## src/rtl/iv_pkg.sv

```systemverilog
// Shared types and constants for the melody sequencer: note codes, ROM entry
// layout, FSM states and the default melody ROM.
package iv_pkg;

  localparam int unsigned NOTE_W    = 2;
  localparam int unsigned DUR_W     = 3;
  localparam int unsigned IDX_W     = 3;
  localparam int unsigned ROM_DEPTH = 8;

  localparam logic [NOTE_W-1:0] NOTE_FS5 = 2'd0;
  localparam logic [NOTE_W-1:0] NOTE_A5  = 2'd1;
  localparam logic [NOTE_W-1:0] NOTE_CS6 = 2'd2;
  localparam logic [NOTE_W-1:0] NOTE_E6  = 2'd3;

  // Entry lasts dur+1 beats; a rest mutes the gate and keeps the previous note.
  typedef struct packed {
    logic              rest;
    logic [NOTE_W-1:0] note;
    logic [DUR_W-1:0]  dur;
  } seq_entry_t;

  typedef enum logic {
    IDLE = 1'b0,
    PLAY = 1'b1
  } seq_state_t;

  localparam seq_entry_t SEQ_ROM [ROM_DEPTH] = '{
    '{rest: 1'b0, note: NOTE_FS5, dur: 3'd1},
    '{rest: 1'b0, note: NOTE_A5,  dur: 3'd1},
    '{rest: 1'b0, note: NOTE_CS6, dur: 3'd1},
    '{rest: 1'b0, note: NOTE_E6,  dur: 3'd3},
    '{rest: 1'b1, note: NOTE_E6,  dur: 3'd0},
    '{rest: 1'b0, note: NOTE_E6,  dur: 3'd0},
    '{rest: 1'b0, note: NOTE_CS6, dur: 3'd0},
    '{rest: 1'b0, note: NOTE_A5,  dur: 3'd3}
  };

endpackage

```

## src/rtl/note_sequencer_seq_rom.sv

```systemverilog
// Combinational melody ROM lookup; swap SEQ_ROM contents without touching the sequencer.
module seq_rom
  import iv_pkg::*;
(
  input  logic [IDX_W-1:0] idx,
  output seq_entry_t       entry_c
);

  assign entry_c = SEQ_ROM[idx];

endmodule

```

## src/rtl/note_sequencer.sv

```systemverilog
// Tempo-driven melody controller: steps the note ROM and drives the oscillator
// note select and gate. Define NOTE_SEQ_ARTIC_GAP_EN to mute the tail of each entry.
module note_sequencer
  import iv_pkg::*;
#(
  parameter int unsigned TICKS_PER_BEAT = 5_000_000,
  parameter int unsigned GAP_TICKS      = 500_000
) (
  input  logic              CLK,
  input  logic              RST_N,
  input  logic              START,
  input  logic              STOP,
  input  logic              LOOP,
  output logic [NOTE_W-1:0] NOTE_SEL,
  output logic              GATE,
  output logic              BUSY,
  output logic              DONE
);

  localparam int unsigned      TICK_W    = $clog2(TICKS_PER_BEAT);
  localparam logic [TICK_W-1:0] TICK_LAST = TICK_W'(TICKS_PER_BEAT - 1);
  localparam logic [TICK_W-1:0] GAP_START = TICK_W'(TICKS_PER_BEAT - GAP_TICKS);
  localparam logic [IDX_W-1:0]  IDX_LAST  = IDX_W'(ROM_DEPTH - 1);
`ifdef NOTE_SEQ_ARTIC_GAP_EN
  localparam bit GAP_EN = 1'b1;
`else
  localparam bit GAP_EN = 1'b0;
`endif

  seq_state_t        state_q, state_d;
  logic [IDX_W-1:0]  idx_q, idx_d;
  logic [TICK_W-1:0] tick_q, tick_d;
  logic [DUR_W-1:0]  beats_q, beats_d;
  logic [NOTE_W-1:0] note_sel_q, note_sel_d;
  logic              gate_q, gate_d;
  logic              busy_q, busy_d;
  logic              done_q, done_d;

  logic [IDX_W-1:0]  rom_addr_c;
  seq_entry_t        rom_entry_c;

  // In PLAY the ROM always looks one entry ahead (7 wraps to 0); from IDLE it reads entry 0.
  assign rom_addr_c = (state_q == PLAY) ? IDX_W'(idx_q + IDX_W'(1)) : '0;

  seq_rom u_seq_rom (
    .idx     (rom_addr_c),
    .entry_c (rom_entry_c)
  );

  always_comb begin
    state_d    = state_q;
    idx_d      = idx_q;
    tick_d     = tick_q;
    beats_d    = beats_q;
    note_sel_d = note_sel_q;
    gate_d     = gate_q;
    busy_d     = busy_q;
    done_d     = 1'b0;

    if (state_q == IDLE) begin
      if (START && !STOP) begin
        state_d = PLAY;
        busy_d  = 1'b1;
        idx_d   = '0;
        tick_d  = '0;
        beats_d = rom_entry_c.dur;
        gate_d  = !rom_entry_c.rest;
        if (!rom_entry_c.rest) note_sel_d = rom_entry_c.note;
      end
    end else begin
      if (STOP) begin
        state_d = IDLE;
        busy_d  = 1'b0;
        gate_d  = 1'b0;
        idx_d   = '0;
        tick_d  = '0;
        beats_d = '0;
      end else if (tick_q == TICK_LAST) begin
        tick_d = '0;
        if (beats_q != '0) begin
          beats_d = beats_q - DUR_W'(1);
        end else if (idx_q != IDX_LAST || LOOP) begin
          idx_d   = rom_addr_c;
          beats_d = rom_entry_c.dur;
          gate_d  = !rom_entry_c.rest;
          if (!rom_entry_c.rest) note_sel_d = rom_entry_c.note;
        end else begin
          state_d = IDLE;
          busy_d  = 1'b0;
          gate_d  = 1'b0;
          done_d  = 1'b1;
          idx_d   = '0;
          beats_d = '0;
        end
      end else begin
        tick_d = tick_q + TICK_W'(1);
      end
    end

    // Articulation gap: mute the tail of the final beat so repeated notes re-attack.
    if (GAP_EN && state_d == PLAY && beats_d == '0 && tick_d >= GAP_START) begin
      gate_d = 1'b0;
    end
  end

  always_ff @(posedge CLK or negedge RST_N) begin
    if (!RST_N) begin
      state_q    <= IDLE;
      idx_q      <= '0;
      tick_q     <= '0;
      beats_q    <= '0;
      note_sel_q <= '0;
      gate_q     <= 1'b0;
      busy_q     <= 1'b0;
      done_q     <= 1'b0;
    end else begin
      state_q    <= state_d;
      idx_q      <= idx_d;
      tick_q     <= tick_d;
      beats_q    <= beats_d;
      note_sel_q <= note_sel_d;
      gate_q     <= gate_d;
      busy_q     <= busy_d;
      done_q     <= done_d;
    end
  end

  assign NOTE_SEL = note_sel_q;
  assign GATE     = gate_q;
  assign BUSY     = busy_q;
  assign DONE     = done_q;

endmodule

```

## config.mk

```make
export PLATFORM = sky130hd
export DESIGN_NAME = note_sequencer
export DESIGN_NICKNAME = d
export VERILOG_FILES = /design/src/rtl/iv_pkg.sv /design/src/rtl/note_sequencer_seq_rom.sv /design/src/rtl/note_sequencer.sv
export SDC_FILE = /design/constraint.sdc
export NUM_CORES = 1
export LEC_CHECK = 0
export BUFFER_PORTS_ARGS = -buffer_cell sky130_fd_sc_hd__buf_2
export CAP_MARGIN = 0
export CORE_UTILIZATION = 30
export DETAILED_ROUTE_END_ITERATION = 10
export MAX_ROUTING_LAYER = met4
export PLACE_DENSITY = 0.51
export SYNTH_ARGS = -nofsm -noshare
export SYNTH_HDL_FRONTEND = slang
export SYNTH_SLANG_ARGS = --single-unit
```

## constraint.sdc

```tcl
create_clock -name CLK -period 2 [get_ports CLK]
set_clock_uncertainty 0.05 [all_clocks]
set_input_delay 0.1 -clock CLK [delete_from_list [all_inputs] [get_ports CLK]]
set_output_delay 0.1 -clock CLK [all_outputs]
set_load 0.03 [all_outputs]
```

==> reports/metrics.sh <==
OUTCOME='finished with violations'
FAILED_CHECKS='setup timing'
POWER.SEQUENTIAL.FRACTION=0.429
NUMNETS_FINAL=286
REMAINING_DRC_ERRORS=0
SETUP_TOTAL_NEGATIVE_SLACK_NS=-0.514
POST-SYNTH-TOP-COUNT-CELL='sky130_fd_sc_hd__dfrtp_1'
TIMING.FINAL.CRIT_SHARE=1.03
IOPINCOUNT=10
POSTSYNTHREGISTERBITS=35
CLOCK_LATENCY_AT_THE_LATER_PIN_OF_THE_WORST_SKEW_PAIR_NS=0.30
POSTSYNTHAREAPERCELL_SQ_UM=9.06
PERIOD_MINUS_SLACK_NS=2.05
ROUTE.VIAS.TOTAL=1876
CLK_PATH_BUF_DEPTH=2
CTS_ROOT_BUF='sky130_fd_sc_hd__clkbuf_8'
DOMINANT_COMBINATIONAL_CELL_FAMILY_BY_AREA_AFTER_SYNTHESIS='simple AND/OR/NAND/NOR gates'
CRIT_PATH_ARRIVAL_TIME_NS=2.20
DRT-WIRELENGTH-PER-CELL_UM=14.9
CLOCK-SINKS=35
SYNTH_XOR_AREA_FRAC=0
WORST_EP_REQUIRED_TIME_NS=2.14
SYNTHCELLS=228
LAYOUT.FILLER_CELLS=644
CLKSLEWWORSTSETUPHOLDPATHS_NS=0.08
FFS_W_ASYNC_S_R_SYNTH=1.00
POST_ROUTE_CELLS_DRIVE_ABOVE_1_SHARE=0.314
POWER.STATIC_LEAKAGE_nW=1.18
INITIAL_ANTENNA_VIOLATION_COUNT=0
PLACE.GP.CONGESTION=0.801
FINALSETUPVIOLATIONS=14
GRT-OVFL-TOTAL=0
P_SW_FRAC=0.296
CTSHTREEMAXLEVEL=2
DOMINANTREGCELLSYNTH='sky130_fd_sc_hd__dfrtp_1'
IO_BUFFERS=9
POWER.IR.VDD_WORST_mV=0.342
REG2REG_DEPTH=6
POST-ROUTE-WORST-SETUP-SLACK_NS=-0.0531
END_KIND='register'
DETAILED_ROUTE_VIAS_PER_INSTANCE=5.30
INITIAL_UTILIZATION=0.318
SYN_TO_FINAL_GROWTH_PCT=32.6
MAX_SLEW.WORST_PIN.SLEW_NS=0.843
YOSYSUNIQUECELLTYPES=55
R2R_END='tick_q[21]$_DFFE_PN0N_'
HOLD-PATH-CELL-COUNT=3
NUM_ANTENNA_CELLS=0
SYNTH-EDFF-COUNT=0
FIRSTDRTPASSITERS=4
SWITCHING_POWER_mW=0.521
GRT_PASS1_VIAS=1828
FINALHOLDVIOLCOUNT=0
MAX_FREQ_MHz=487
SYNTH_SEQ_AREA_SHARE=0.424
SYNTH-ADDER-AREA-SHARE=0.0303
DP_CELLS=341
CTS_MADE_BUFFERS=5
MIN-DELAY-START='LOOP'
POSTLAYOUTCELLAREA_SQ_UM=2740
SYNTH.LARGEST_AREA_CELL='sky130_fd_sc_hd__dfrtp_1'
DIE_WIDTH_UM=85.0
GRT_FIRST_PASS_WIRELENGTH_UM=8950
SYNTH.TOP_CELL.AREA_SHARE=0.424
MAPPEDNETLISTAREA_SQ_UM=2070
FINALMAXSLEWVIOLATIONS=0
CORE_AREA_SQ_UM=6490
MUXSHAREOFSYNTHAREA=0.0297
ROUTE.FINAL.WIRE_LENGTH_UM=5290
FINALHOLDWORSTSLACK_NS=0.156
STD_CELL_ROWS=29
P_CLK_FRAC=0.387
INTERNAL_POWER_mW=1.24
NETLIST_TOP_CELLS_COUNT='sky130_fd_sc_hd__dfrtp_1 (35), sky130_fd_sc_hd__nand2_1 (31), sky130_fd_sc_hd__nor2_1 (15), sky130_fd_sc_hd__a21oi_1 (14), sky130_fd_sc_hd__nand3_1 (14)'
FINAL_UTIL=0.422
CRIT-REG2REG-LAUNCH='tick_q[7]$_DFFE_PN0N_'
SYNTH_WARNINGS=0
DPL.HPWL_UM=3670
GR-USAGE-ALL-LAYERS=0.164
SHARE_COMB_OF_TOTAL_POWER=0.184
WORSTHOLDPATHTYPE='in2reg'
SYNTH.NET_COUNT=238
FINAL_CELLS=354
FF2FF_SETUP_SLACK_NS=-0.05
TIMING.MAX_SLEW.REL_SLACK=0.438
DRT_ITER0_DRC=96
DIEHEIGHT_UM=85.0
SYNTH_AREA_LEADERS='sky130_fd_sc_hd__dfrtp_1 (42%), sky130_fd_sc_hd__nand2_1 (5.6%), sky130_fd_sc_hd__a21oi_1 (3.4%)'
TOTAL_DIE_AREA_SQ_UM=7220
SYNTH_COMPOUND_AREA_FRAC=0.193
DPL-INSTANCE-AREA_SQ_UM=2470
YOSYS.AREA_SHARE.SIMPLE=0.279
WORST_PATH_MAXIMUM_FANOUT=7
WORSTSETUPSTARTPOINTTYPE='register'
RSZ0062_AT_GRT='true'
POWER_DENSITY_nW_PER_UM2=643
WORSTSETUPPATHTYPE='reg2reg'
ANT_NETS=0
MAXIMUM_NUMBER_OF_PINS_ON_ONE_NET_BEFORE_GLOBAL_ROUTE_REPAIR=36
TRITONCTS='built'
HOLD_END='DONE$_DFF_PN0_'
MAXCAP_VIOLATIONS=0
sequential cells by signal, summed over array words and instances, names as in the netlist:
signal	count
tick_q	23
beats_q	3
idx_q	3
NOTE_SEL	2
BUSY	1
DONE	1
GATE	1
state_q	1
cell families after synthesis:
group           Yosys count
simple gates            104
mux                       6
flops                    35
buf+inv                  21
fa+ha+maj                 5
compound gates           57
through the flow:
step / setup slack (ns) / total power [mW]
floorplan: -0.109 / 0.944
global placement: -0.0559 / 1.06
detailed placement: -0.121 / 1.06
CTS: -0.126 / 1.76
global route: -0.137 / 1.84
finish: -0.0531 / 1.76
power groups by stage:
stage          sequential (mW)  combinational (mW)  clock [mW]
2_1_floorplan            0.788               0.156           0
3_3_place_gp             0.769               0.289           0
3_5_place_dp             0.770               0.293           0
4_1_cts                  0.755               0.306       0.700
5_1_grt                  0.759               0.359       0.723
6_report                 0.756               0.324       0.681
critical path, stage by stage (launching register included):
cell	delay, ns
sky130_fd_sc_hd__dfrtp_1	0.38
sky130_fd_sc_hd__or4b_4	0.55
sky130_fd_sc_hd__nor4_4	0.31
sky130_fd_sc_hd__buf_4	0.18
sky130_fd_sc_hd__a21oi_4	0.10
sky130_fd_sc_hd__buf_4	0.17
sky130_fd_sc_hd__a31o_1	0.20
metal layers:
metal,part of all wire,GRT usage,routed length (um)
met5,0,-,0
met4,0.011,0.0539,60
met3,0.026,0.0282,138
met2,0.46,0.253,2450
met1,0.50,0.218,2640
placed cells by master (no fill, tap or decap), types with 5 or more instances in the layout:
master / n
sky130_fd_sc_hd__ha_1: 5
sky130_fd_sc_hd__o21ai_1: 5
sky130_fd_sc_hd__nand2_1: 30
sky130_fd_sc_hd__nand4_1: 8
sky130_fd_sc_hd__clkbuf_8: 5
sky130_fd_sc_hd__nand3_1: 14
sky130_fd_sc_hd__mux2i_1: 5
sky130_fd_sc_hd__buf_2: 9
sky130_fd_sc_hd__nor2_1: 14
sky130_fd_sc_hd__nor3_1: 7
sky130_fd_sc_hd__o21ai_0: 6
sky130_fd_sc_hd__a21oi_1: 5
sky130_fd_sc_hd__dfrtp_1: 35
sky130_fd_sc_hd__inv_1: 13
sky130_fd_sc_hd__a21oi_2: 9
sky130_fd_sc_hd__buf_4: 34
how the worst max path moves through the flow:
| stage | cells after the start | end | from |
|---|---|---|---|
| 6_report | 6 | tick_q[21]$_DFFE_PN0N_ | tick_q[7]$_DFFE_PN0N_ |
| 4_1_cts | 6 | tick_q[10]$_DFFE_PN0N_ | tick_q[13]$_DFFE_PN0N_ |
| 2_1_floorplan | 5 | tick_q[22]$_DFFE_PN0N_ | tick_q[10]$_DFFE_PN0N_ |
| 3_5_place_dp | 5 | beats_q[0]$_DFFE_PN0P_ | tick_q[10]$_DFFE_PN0N_ |
| 5_1_grt | 6 | tick_q[22]$_DFFE_PN0N_ | tick_q[7]$_DFFE_PN0N_ |
| 3_3_place_gp | 5 | beats_q[0]$_DFFE_PN0P_ | tick_q[10]$_DFFE_PN0N_ |
what timing repair did:
item,in CTS,in global routing
buffers inserted,0,3
pin swaps,8,12
gates resized for setup,7,15
setup endpoints to repair,26,32
hold endpoints to repair,35,0
cloned,0,1
hold buffers,1,0
area by class of cell:
class	count	area [sq um]	share of cell area
clock inverter	3	47.5	0.0174
timing repair buffer	49	389	0.142
multi-input combinational	172	1210	0.443
sequential	35	876	0.320
clock buffer	5	68.8	0.0251
tap	77	96.3	0.0352
inverter	13	48.8	0.0178
(Power assumes the default switching activity.)
